## src/rtl/fifo_wr_arbiter.sv

```systemverilog
// Round-robin arbiter sharing the single FIFO write port between N requesters.
// Each grant is capped at MAX_BURST words, and every release passes through one IDLE cycle.
module fifo_wr_arbiter #(
  parameter int W         = 3,
  parameter int N         = 2,
  parameter int ID_W      = 1,
  parameter int MAX_BURST = 4
) (
  input  logic            clk,
  input  logic            rst,
  input  logic [N-1:0]    req,
  input  logic [N*W-1:0]  din,
  input  logic            fifo_full,
  output logic [N-1:0]    ack,
  output logic            fifo_wr,
  output logic [W-1:0]    fifo_datin,
  output logic            busy,
  output logic [ID_W-1:0] owner
);

  typedef enum logic {IDLE, OWN} state_t;

  localparam logic [3:0]      BURST_LAST = 4'(MAX_BURST - 1);
  localparam logic [ID_W-1:0] OWNER_LAST = ID_W'(N - 1);

  state_t          state;
  logic [ID_W-1:0] ptr;
  logic [3:0]      bcnt;

  logic            own_req;
  logic            xfer;
  logic            pick_valid;
  logic [ID_W-1:0] pick;
  logic [ID_W-1:0] next_ptr;

  // Scan from ptr upward; the loop runs downward so the nearest requester wins.
  always_comb begin
    pick       = ptr;
    pick_valid = 1'b0;
    for (int k = N - 1; k >= 0; k--) begin
      if (req[(int'(ptr) + k) % N]) begin
        pick       = ID_W'((int'(ptr) + k) % N);
        pick_valid = 1'b1;
      end
    end
  end

  // A word presented while reset is asserted must never reach the FIFO.
  assign own_req  = req[owner];
  assign xfer     = (state == OWN) && own_req && !fifo_full && !rst;
  assign next_ptr = (owner == OWNER_LAST) ? '0 : owner + 1'b1;
  assign busy     = (state == OWN);

  always_comb begin
    ack        = '0;
    fifo_wr    = xfer;
    fifo_datin = '0;
    if (state == OWN) begin
      fifo_datin = din[int'(owner)*W +: W];
    end
    if (xfer) begin
      ack[owner] = 1'b1;
    end
  end

  always_ff @(posedge clk) begin
    if (rst) begin
      state <= IDLE;
      owner <= '0;
      ptr   <= '0;
      bcnt  <= '0;
    end else begin
      case (state)
        IDLE: begin
          if (pick_valid) begin
            state <= OWN;
            owner <= pick;
            bcnt  <= '0;
          end
        end
        OWN: begin
          if (xfer) begin
            bcnt <= bcnt + 4'd1;
          end
          // A full FIFO stalls the burst but keeps the grant; only the cap or a dropped req ends it.
          if ((xfer && bcnt == BURST_LAST) || !own_req) begin
            state <= IDLE;
            ptr   <= next_ptr;
          end
        end
        default: state <= IDLE;
      endcase
    end
  end

endmodule

```

## config.mk

```make
export PLATFORM = sky130hd
export DESIGN_NAME = fifo_wr_arbiter
export DESIGN_NICKNAME = d
export VERILOG_FILES = /design/src/rtl/fifo_wr_arbiter.sv
export SDC_FILE = /design/constraint.sdc
export NUM_CORES = 1
export LEC_CHECK = 0
export BUFFER_PORTS_ARGS = -buffer_cell sky130_fd_sc_hd__buf_4
export CORE_AREA = 2 2 39 41
export DETAILED_ROUTE_END_ITERATION = 10
export DIE_AREA = 0 0 41 43
export PLACE_DENSITY = 0.57
export SYNTH_ARGS = -nofsm -noshare
export SYNTH_HDL_FRONTEND = slang
export SYNTH_SLANG_ARGS = --single-unit
```

## constraint.sdc

```tcl
create_clock -name clk -period 2.4 [get_ports clk]
set_input_delay 0.24 -clock clk [delete_from_list [all_inputs] [get_ports clk]]
set_output_delay 0.24 -clock clk [all_outputs]
set_load 0.01 [all_outputs]
```

==> impl_results.md <==
- Via/cell ratio: 5.035
- IO Port Bufs: 18
- Static Leak: 0.2634 nW
- Minimum clock period: 1783 ps
- GRT Resource Usage Total: 0.1325
- Vias in the first global route: 382
- Post-CTS Resized: 0
- Fmax: 560.8 MHz
- CTS Buf Count: 3
- RSZ-0062 raised after global routing: no
- Cell Area, Synth: 431.7 um2
- Global-route wire length before repair: 1531 um
- Share of cells above drive strength 1: 0.3478
- Status: finished clean
- FF+latch count, synth: 7
- Seq/Total Area, Yosys: 0.3246
- Row Count: 14
- Final setup fails: 0
- Crit end category: output port
- Die ar.: 1763 um2
- Chip Height: 43 um
- Critical path class: register to output port
- I/O pin count: 19
- Clk_skew: 0.1983 ps
- Gr ovfl total: 0
- Synth Area per Inst: 8.633 um2
- Largest net degree at the start of global routing: 11
- Worst rel slew slack: 0.7122
- Cts hold-fix bufs: 0
- DR DRC count: 0
- Clk sink count: 7
- Final hold violations: 0
- Worst Path Arrival: 1540 ps
- CTS Buffer Depth: 2
- Tcrit/Tclk final: 0.7430
- Routed Wire Length: 1026 um
- Gp weighted congestion: 0.7923
- DR pass1 iterations: 2
- Most common cell after layout, fill and taps aside: buf_4
- Initial DRC count: 2
- Post-route setup slack: 616.7 ps
- Fillers: 145
- Synth cell types: 22
- Syn_nets: 62
- Clock-pin slew on the worst setup and hold paths: 60 ps
- VDD IR max: 0.3916 mV
- Least-Margin Pin Slew: 419.7 ps
- Total Nets Final: 82
- CTS tree: built
- Hold Slack: 215.2 ps
- Post-DRT Antenna Nets: 0
- Root buffer cell: clkbuf_4
- Cell Pwr Density: 499.2 nW/um2
- CP Launch Type: register
- Chip width: 41 um
- Htree depth: 1
- Routed len/inst: 12.07 um
- Worst Path Required: 2160 ps
- Initial Util: 0.3119
- Critical path peak fanout: 10
- Clk Latency, worst-skew pair: 250 ps
- Commonest non-fill, non-tap cells in the layout: 18 x buf_4, 7 x nor2_1, 7 x dfxtp_1
- Syn-to-layout area delta: 37.39%
- Post-Syn Instances: 50
- DR vias: 428
- Core Region: 1384 um2
- Place WS: 728.4 ps
- Synth Warn #: 0
- HP Class: primary input to register
- Antenna cells: 0
- Max_cap viols: 0
- Postcts setup bufs: 0
- Antenna violations before repair: 0
- Slew Viols, Final: 0
- Setup TNS: 0 ps
-- sequential cells by signal, summed over array words and instances (netlist names) --
signal,flops
ptr,1
owner,1
busy,1
bcnt,4
-- cell families after synthesis --
group | synth area share
DFF | 0.3246
muxes | 0.1913
AOI/OAI and AO/OA | 0.1391
adders and majority gates | 0.02898
and+or+nand+nor | 0.2493
buffers and inverters | 0.06665
-- worst max-delay path, stage by stage (launching register included) --
cell and delay, ps:
dfxtp_1 580, mux2i_1 460, nor2_1 90, buf_4 150
-- through the flow --
step | cells | total power [mW] | instance area (um2) | utilization
3_3_place_gp | 81 | 0.1869 | 565.5 | 0.4087
2_1_floorplan | 50 | 0.1599 | 431.7 | -
4_1_cts | 85 | 0.3034 | 593.1 | 0.4286
6_report | 85 | 0.2961 | 593.1 | 0.4286
3_5_place_dp | 81 | 0.1870 | 565.5 | 0.4087
5_1_grt | 85 | 0.3194 | 593.1 | 0.4286
-- cell type report --
type                            instances  area, um2  area share
Sequential cell                         7      140.1      0.2363
Multi-Input combinational cell         38      262.8      0.4430
Timing Repair Buffer                   18      135.1      0.2278
Clock buffer                            3      22.52     0.03797
Inverter                                2      7.507     0.01266
Tap cell                               16      20.02     0.03376
Clock inverter                          1      5.005    0.008439
-- path summary, 6_finish.rpt --
kind              to     from  slack (ps)  cells past startpoint
max          fifo_wr    owner         620                      3
min          bcnt[1]      rst         220                      2
max reg2reg      ptr    owner         700                      3
min reg2reg  bcnt[3]  bcnt[3]         470                      1
-- report_power, final --
| group | leakage [nW] | internal, mW | switching [mW] |
|---|---|---|---|
| clock | 0.0177 | 0.0613 | 0.0507 |
| combinational | 0.189 | 0.0319 | 0.0246 |
| sequential | 0.0570 | 0.121 | 0.00714 |
-- per-layer routing --
metal	wire (um)	track usage
met1	485	0.1543
met2	405	0.1938
met3	135	0.09948
met4	0	0.02000
met5	0	0
-- synth_stat cells --
cell type / n / area share
nand3_1: 3 / 0.035
o21bai_1: 1 / 0.017
buf_2: 1 / 0.012
dfxtp_1: 7 / 0.32
ha_1: 1 / 0.029
nand3b_1: 2 / 0.035
buf_6: 1 / 0.026
and3_1: 1 / 0.015
mux2i_1: 6 / 0.14
or3b_1: 1 / 0.020
o211ai_1: 3 / 0.052
clkbuf_2: 1 / 0.012
nor2_1: 7 / 0.061
nor3b_1: 1 / 0.017
inv_1: 2 / 0.017
nor3_1: 3 / 0.035
a32o_1: 1 / 0.023
and2b_1: 1 / 0.017
or3_1: 1 / 0.015
o21ai_0: 1 / 0.012
a21oi_1: 3 / 0.035
mux2_2: 2 / 0.052
Power figures use the tool's default switching activity.
